$ cat src/rtl/loader_pkg.sv
// rtl/loader_pkg.sv - shared state encoding and default handshake bytes for the UART loader
package loader_pkg;

    typedef enum logic [2:0] {
        HELLO,
        SIZE,
        PROG,
        CSUM,
        ACK,
        DATA,
        ERR
    } state_t;

    localparam logic [7:0] HELLO_BYTE_DEFAULT = 8'h99;
    localparam logic [7:0] DONE_BYTE_DEFAULT  = 8'hAA;
    localparam logic [7:0] NAK_BYTE_DEFAULT   = 8'h55;

endpackage

$ cat src/rtl/word_assembler.sv
// rtl/word_assembler.sv - little-endian byte-to-word packer with early flush
module word_assembler #(
    parameter int WORD_BYTES = 4
) (
    input  logic                    clock,
    input  logic                    reset,
    input  logic                    strobe,
    input  logic                    flush,
    input  logic [7:0]              byte_in,
    output logic [8*WORD_BYTES-1:0] word,
    output logic                    done
);
    localparam int CW = (WORD_BYTES > 1) ? $clog2(WORD_BYTES) : 1;

    logic [8*WORD_BYTES-1:0] acc;
    logic [CW-1:0]           fill;

    // The word presented on a completing strobe already contains the incoming
    // byte, so the parent can register it on the same edge. Unfilled lanes
    // stay zero because acc is cleared after every completed word.
    always_comb begin
        word = acc;
        for (int i = 0; i < WORD_BYTES; i++) begin
            if (strobe && fill == CW'(i)) begin
                word[8*i +: 8] = byte_in;
            end
        end
    end

    assign done = strobe && (flush || fill == CW'(WORD_BYTES - 1));

    // Accumulate bytes; restart from an empty word after each completion.
    always_ff @(posedge clock) begin
        if (reset) begin
            acc  <= '0;
            fill <= '0;
        end else if (strobe) begin
            if (done) begin
                acc  <= '0;
                fill <= '0;
            end else begin
                acc  <= word;
                fill <= fill + CW'(1);
            end
        end
    end

endmodule

$ cat src/rtl/uart_loader.sv
// rtl/uart_loader.sv - serial program/data loader: hello, size, program words, checksum, data words
module uart_loader
    import loader_pkg::*;
#(
    parameter int         WORD_BYTES = 4,
    parameter logic [7:0] HELLO_BYTE = HELLO_BYTE_DEFAULT,
    parameter logic [7:0] DONE_BYTE  = DONE_BYTE_DEFAULT,
    parameter logic [7:0] NAK_BYTE   = NAK_BYTE_DEFAULT,
    parameter bit         CSUM_EN    = 1'b1
) (
    input  logic                    clock,
    input  logic                    reset,
    input  logic                    rx_valid,
    input  logic [7:0]              rx_data,
    input  logic                    tx_busy,
    output logic                    tx_start,
    output logic [7:0]              tx_data,
    output logic                    out_valid,
    input  logic                    out_ready,
    output logic                    out_kind,
    output logic [8*WORD_BYTES-1:0] out_data,
    output logic                    program_loaded,
    output logic                    error,
    output logic [15:0]             led
);
    localparam int W = 8 * WORD_BYTES;

    state_t        state, state_n;
    logic [23:0]   size_buf, size_buf_n;
    logic [1:0]    size_idx, size_idx_n;
    logic [31:0]   prog_left, prog_left_n;
    logic [7:0]    csum, csum_n;
    logic          nak_pend, nak_pend_n;
    logic [15:0]   led_n;
    logic          out_valid_n, out_kind_n;
    logic [W-1:0]  out_data_n;
    logic          program_loaded_n, error_n;

    logic          asm_strobe, asm_flush, asm_done;
    logic [W-1:0]  asm_word;
    logic          overrun;
    logic [31:0]   size_full;

    assign asm_strobe = rx_valid && (state == PROG || state == DATA);
    assign asm_flush  = (state == PROG) && (prog_left == 32'd1);
    // A word completing while the previous one is still refused is lost.
    assign overrun    = asm_done && out_valid && !out_ready;
    assign size_full  = {rx_data, size_buf};

    word_assembler #(
        .WORD_BYTES(WORD_BYTES)
    ) u_asm (
        .clock   (clock),
        .reset   (reset),
        .strobe  (asm_strobe),
        .flush   (asm_flush),
        .byte_in (rx_data),
        .word    (asm_word),
        .done    (asm_done)
    );

    // Next-state, datapath updates and the combinational send strobe.
    always_comb begin
        state_n          = state;
        size_buf_n       = size_buf;
        size_idx_n       = size_idx;
        prog_left_n      = prog_left;
        csum_n           = csum;
        nak_pend_n       = nak_pend;
        led_n            = led;
        out_valid_n      = out_valid;
        out_kind_n       = out_kind;
        out_data_n       = out_data;
        program_loaded_n = program_loaded;
        error_n          = error;
        tx_start         = 1'b0;
        tx_data          = 8'h00;

        if (out_valid && out_ready) begin
            out_valid_n = 1'b0;
        end
        if (asm_done && !overrun) begin
            out_valid_n = 1'b1;
            out_data_n  = asm_word;
            out_kind_n  = (state == DATA);
        end

        case (state)
            HELLO: begin
                if (!tx_busy) begin
                    tx_start = 1'b1;
                    tx_data  = HELLO_BYTE;
                    state_n  = SIZE;
                end
            end
            SIZE: begin
                if (rx_valid) begin
                    size_idx_n = size_idx + 2'd1;
                    case (size_idx)
                        2'd0: size_buf_n[7:0]   = rx_data;
                        2'd1: size_buf_n[15:8]  = rx_data;
                        2'd2: size_buf_n[23:16] = rx_data;
                        default: begin
                            prog_left_n = size_full;
                            led_n       = size_full[15:0];
                            size_buf_n  = '0;
                            if (size_full != 32'd0) begin
                                state_n = PROG;
                            end else if (CSUM_EN) begin
                                state_n = CSUM;
                            end else begin
                                state_n = ACK;
                            end
                        end
                    endcase
                end
            end
            PROG: begin
                if (rx_valid) begin
                    prog_left_n = prog_left - 32'd1;
                    csum_n      = csum ^ rx_data;
                    if (overrun) begin
                        error_n = 1'b1;
                        state_n = ERR;
                    end else if (prog_left == 32'd1) begin
                        state_n = CSUM_EN ? CSUM : ACK;
                    end
                end
            end
            CSUM: begin
                if (rx_valid) begin
                    if (rx_data == csum) begin
                        state_n = ACK;
                    end else begin
                        nak_pend_n = 1'b1;
                        error_n    = 1'b1;
                        state_n    = ERR;
                    end
                end
            end
            ACK: begin
                if (!tx_busy) begin
                    tx_start         = 1'b1;
                    tx_data          = DONE_BYTE;
                    program_loaded_n = 1'b1;
                    state_n          = DATA;
                end
            end
            DATA: begin
                if (overrun) begin
                    error_n = 1'b1;
                    state_n = ERR;
                end
            end
            ERR: begin
                // The only transmission allowed here is the one pending NAK.
                if (nak_pend && !tx_busy) begin
                    tx_start   = 1'b1;
                    tx_data    = NAK_BYTE;
                    nak_pend_n = 1'b0;
                end
            end
            default: begin
                state_n = HELLO;
            end
        endcase

        if (reset) begin
            tx_start = 1'b0;
            tx_data  = 8'h00;
        end
    end

    // State and datapath registers; reset aborts any transfer in progress.
    always_ff @(posedge clock) begin
        if (reset) begin
            state          <= HELLO;
            size_buf       <= '0;
            size_idx       <= '0;
            prog_left      <= '0;
            csum           <= '0;
            nak_pend       <= 1'b0;
            led            <= 16'hFFFF;
            out_valid      <= 1'b0;
            out_kind       <= 1'b0;
            out_data       <= '0;
            program_loaded <= 1'b0;
            error          <= 1'b0;
        end else begin
            state          <= state_n;
            size_buf       <= size_buf_n;
            size_idx       <= size_idx_n;
            prog_left      <= prog_left_n;
            csum           <= csum_n;
            nak_pend       <= nak_pend_n;
            led            <= led_n;
            out_valid      <= out_valid_n;
            out_kind       <= out_kind_n;
            out_data       <= out_data_n;
            program_loaded <= program_loaded_n;
            error          <= error_n;
        end
    end

endmodule

$ cat config.mk
export PLATFORM = sky130hd
export DESIGN_NAME = uart_loader
export DESIGN_NICKNAME = d
export VERILOG_FILES = /design/src/rtl/loader_pkg.sv /design/src/rtl/word_assembler.sv /design/src/rtl/uart_loader.sv
export SDC_FILE = /design/constraint.sdc
export NUM_CORES = 1
export LEC_CHECK = 0
export ABC_AREA = 1
export CORE_MARGIN = 5
export CORE_UTILIZATION = 40
export DETAILED_ROUTE_END_ITERATION = 6
export GPL_TIMING_DRIVEN = 1
export PLACE_DENSITY_LB_ADDON = 0.15
export SYNTH_ARGS = -nofsm -noshare
export SYNTH_HDL_FRONTEND = slang
export SYNTH_SLANG_ARGS = --single-unit
$ cat constraint.sdc
create_clock -name clock -period 1.86 [get_ports clock]
set_input_delay 0.279 -clock clock [delete_from_list [all_inputs] [get_ports clock]]
set_output_delay 0.279 -clock clock [all_outputs]
set_load 0.03 [all_outputs]
Word level (Yosys, flattened, before mapping)
Index checks and enable logic that the tools add are counted. W data, S select, Z words.

Add/subtract/negate cells: 3. Eq/ne operators: 23. Mux-type cells: 43. Bitwise gates (word level): 7. Reduce and logical (&&, ||, !) cells: 41.

Operator list (number): $mux W32 (4); $pmux W32 S2 (1); $mux W8 (7); $pmux W8 S2 (3); $eq A32 B1 Y1 const B (1); $reduce_bool A32 Y1 (1); $sub A32 B1 Y32 const B (1); $mux W3 (9); $pmux W8 S3 (1); $pmux W3 S7 (1); $ne A2 B2 Y1 const B (9); $logic_and A1 B1 Y1 (12); $reduce_and A3 Y1 (4); $reduce_and A4 Y1 (3); $mux W1 (11); $eq A3 B3 Y1 const B (3); $reduce_and A9 Y1 (1); $eq A8 B8 Y1 (1); $reduce_or A2 Y1 (4); $xor A8 B8 Y8 (1); $mux W7 (1); $eq A2 B2 Y1 const B (3); $eq A3 B2 Y1 const B (2); $not A1 Y1 (6); 15 further kinds (27).

Flip-flop bits (word level): 156. Input port bits: 13.

Longest topological paths before layout
Depth after elaboration: 9. Gate-level depth with buffers: 14. Mapped depth without buffers: 14.

Cells and area by module
Synthesis repeated with hierarchy kept, for this count alone.

Cell total of the unflattened synthesis: 1106. Area, all modules: 7488.4 µm².

By module, submodules not included: uart_loader (instances 1, cells each 877, area each 5975.7 µm², sequential area each 2442.3 µm²); word_assembler (instances 1, cells each 229, area each 1512.7 µm², sequential area each 680.7 µm²).

Worst setup path after synthesis
OpenSTA, ideal clock, no wires.

Path type: reg-to-output. Start: register state[1]. End: output port tx_data[4]. Arrival time: 2281 ps. Data required time: 1581 ps. Slack: -700 ps. Cell stages (with the launch flop): 7. Buffers on the path: 1. Cell sequence: dfxtp_1 > inv_2 > nand2_1 > nor3_1 > inv_1 > o22ai_1 > buf_4.

Word-level cells in the longest chain between the ends: 3. Elaborated cells on any way between the ends: 5.

Ends and longest elaborated chain: start: declaration (RTL line uart_loader.sv:28) `state_t state, state_n;`; start signal: assignment (RTL line uart_loader.sv:190) `state <= state_n;`; $eq A3 B3 Y1 / $logic_not A3 Y1 (equally long branches) (RTL line uart_loader.sv:88) `case (state)`; $pmux W8 S3 (*) (RTL line uart_loader.sv:88); $mux W8 (*) (RTL line uart_loader.sv:168) `if (reset) begin`; end: declaration (RTL line uart_loader.sv:17) `output logic [7:0] tx_data,`.

Mark *: on every way between the ends. The rest lies on a longest branch, timed or not.

Worst setup path in the final report
Start: register state[0]. End: output port tx_data[0].

Same word-level chain as after synthesis.

==> metrics.cfg <==
[power_and_ir_drop]
p_clk_share_pct=30.6
seqPwrFrac_pct=32.1
p_leak_nw=4.19
totalPowerFinal_mw=11.6
combPwrFrac_pct=37.3
peakVddDrop_mv=0.746
switching_share_pct=36.1
p_switching_mw=4.20
powerDensity_mw_per_mm2=1130
p_int_mw=7.43

[global_route]
grt_overflow=0
grt_pass1_wl_um=34600
first_global_vias=6634
antenna_found_initial=0
grt_max_degree=86
grtUsageTotal_pct=19.9

[setup_path]
slowest_delay_ns=0.33
reg2reg_depth=10
cp_max_fo=4
worst_setup_path_start_kind=flop
slowest_stage=dfxtp_2
crit_arrival_ns=1.70
critPathKind=reg2out
cpMostUsedCell=buf_6
r2r_end=state[1]$_SDFFE_PP0P_
cp_data_required_time_ns=1.58
endpoint_kind=output port
path_cells=buf_6, nor3_4, nand3_2, buf_6, o22ai_4, buf_6
r2r-start=state[1]$_SDFFE_PP0P_
r2r_setup_slack_ns=-0.05

[timing]
slew-limit-headroom_pct=53.0
max_freq_ghz=0.506
fin_crit_sh_pct=106
period_minus_slack_ns=1.98
fin_worst_skew_ns=0.0115
hold-worst-slack_ns=0.210
timing.final.hold_violations=0
worstMarginPinSlew_ns=0.705
fin_ws_ns=-0.117
setup_violations=18
rsz0062_at_grt=true
slew_violations=0

[clock_tree]
clock_sinks=156
cts_max_level=4
cts_root_buffer=clkbuf_16
hold_buffers=0
clkSlewWorstSetupHoldPaths_ns=0.07
clock_path_buffers=2
cts_buffers=17
tritoncts=yes
clk_latency_ns=0.44

[synthesis]
synth_edf_count=0
synthArstFlopShare_pct=0
yosys-top-cells-count=nand2_1 (161), dfxtp_1 (156), inv_1 (112)
ys_warn_count=0
synth_top_area_share_pct=42.7
synth_cells=994
netlist-cell-type-count=43
synth.avg_cell_area_um2=7.36
yosys.area.top_type=dfxtp_1
synthTopCellsByArea=dfxtp_1 (43%), nand2_1 (8.3%), o21ai_0 (6.2%), inv_1 (5.7%), a21oi_1 (5.6%)
synth_seq_area_share_pct=42.7
synth_top_flop_cell=dfxtp_1
yosysMostFrequentCell=nand2_1
syn-cell-area_mm2=0.00731
ys_ff_latch=156
syn_nets=1017

[floorplan]
dieHeight_um=145
die_w_um=145
coreArea_mm2=0.0180
rows=49
initial_core_util_pct=40.7
die_area_mm2=0.0211
io_pins=74

[layout]
n_antenna_cell=0
nets=1171
drive_above_1_share_pct=23.6
area_growth_pct=40.6

[drt]
antenna_left=0
vias=7141
vias_per_cell=5.14
wl_per_cell_um=15.8
drtIter0Drc=558
post-route-drc-count=0
wl_um=22000
drt-pass1-iter-count=5

[outcome]
failed_checks=setup timing
outcome=finished, violations left

[placement]
place_congestion=0.835
hpwl_um=14200
portBuffers=73

[min_path]
min_path_type=in2reg
min_path_cells=2
hold_path_end=error$_SDFFE_PP0P_
min-delay-start=reset

[run]
max-cap-violations=0

[registers in the layout (all words and copies together), names as in the netlist]
signal          count
u_asm.acc          32
nak_pend            1
error               1
size_buf           24
state               3
csum                8
out_valid           1
u_asm.fill          2
program_loaded      1
prog_left          32
led                16
out_kind            1
out_data           32
size_idx            2
[how the worst max path moves through the flow]
stage / endpoint / cells past startpoint / from
after floorplan: tx_data[6] / 5 / state[2]$_SDFFE_PP0P_
after global placement: out_data[30]$_SDFFE_PP0P_ / 9 / rx_valid
after detailed placement: out_data[27]$_SDFFE_PP0P_ / 10 / rx_valid
after CTS: tx_data[4] / 7 / state[1]$_SDFFE_PP0P_
after global routing: tx_data[0] / 6 / state[0]$_SDFFE_PP0P_
final: tx_data[0] / 6 / state[0]$_SDFFE_PP0P_
[power by group through the flow]
stage	clock network [mW]	logic [mW]	registers, mW
finish	3.56	4.34	3.73
global route	3.77	4.76	3.76
CTS	3.61	3.76	3.72
detailed placement	0	3.56	3.80
global placement	0	3.56	3.79
floorplan	0	2.18	3.83
[final cells by class]
class | instances | area (um^2)
Clock buffer | 18 | 439
Clock inverter | 14 | 156
Fill cell | 1637 | 7680
Inverter | 119 | 478
Multi-Input combinational cell | 660 | 3880
Sequential cell | 156 | 3130
Tap cell | 229 | 287
Timing Repair Buffer | 193 | 1900
Timing Repair inverter | 1 | 8.76
[placed cells by master (no fill, tap or decap), drive strengths merged, types with 3 or more instances in the layout]
master	count
nand2	170
dfxtp	156
buf	125
inv	123
nor2	110
o21ai	94
a21oi	82
clkdlybuf4s50	63
nor3	43
a211oi	41
nand3	32
clkbuf	23
nand4	20
o211ai	18
xnor2	12
ha	10
clkinv	8
xor2	5
nor4	5
a31oi	3
o22ai	3
[cells by family (layout without fill, tap and decap cells)]
group / after synthesis / after routing / share of synthesized area, %
adders and majority gates: 10 / 10 / 1.71
DFF: 156 / 156 / 42.7
AOI/OAI and AO/OA: 247 / 247 / 20.1
buffers and inverters: 178 / 345 / 10.1
and+or+nand+nor: 384 / 384 / 23.1
xor gates and xnor gates: 17 / 17 / 2.04
muxes: 2 / 2 / 0.274
[layer usage]
layer / GRT usage [%] / share of wire, %
met3: 3.96 / 4.8
met4: 6.06 / 1.9
met1: 26.8 / 46
met5: 0 / 0
met2: 32.2 / 47
[metrics by stage]
step	TNS (ns)	utilization (%)	std cells	setup WS [ns]	area, um^2
after global placement	-3.71	49.5	1337	-0.0967	8880
after floorplan	-0.117	-	994	-0.0397	7330
final	-0.874	57.2	1390	-0.117	10300
after CTS	-0.305	54.0	1377	-0.100	9710
after global routing	-3.21	57.2	1390	-0.170	10300
after detailed placement	-5.75	49.5	1337	-0.142	8880
[worst max-delay path: cells and delay by family (launching register included)]
family | cells | cell delay [ns]
compound gates | 1 | 0.15
simple gates | 2 | 0.34
flops | 1 | 0.33
buf+inv | 3 | 0.45
[repair_timing]
| item | CTS | global route |
|---|---|---|
| pin swaps | 5 | 18 |
| cloned | 3 | 5 |
| setup endpoints to repair | 47 | 79 |
| buffers inserted | 6 | 9 |
| resized for setup | 39 | 118 |
No activity file was read; power rests on OpenSTA's default activity.
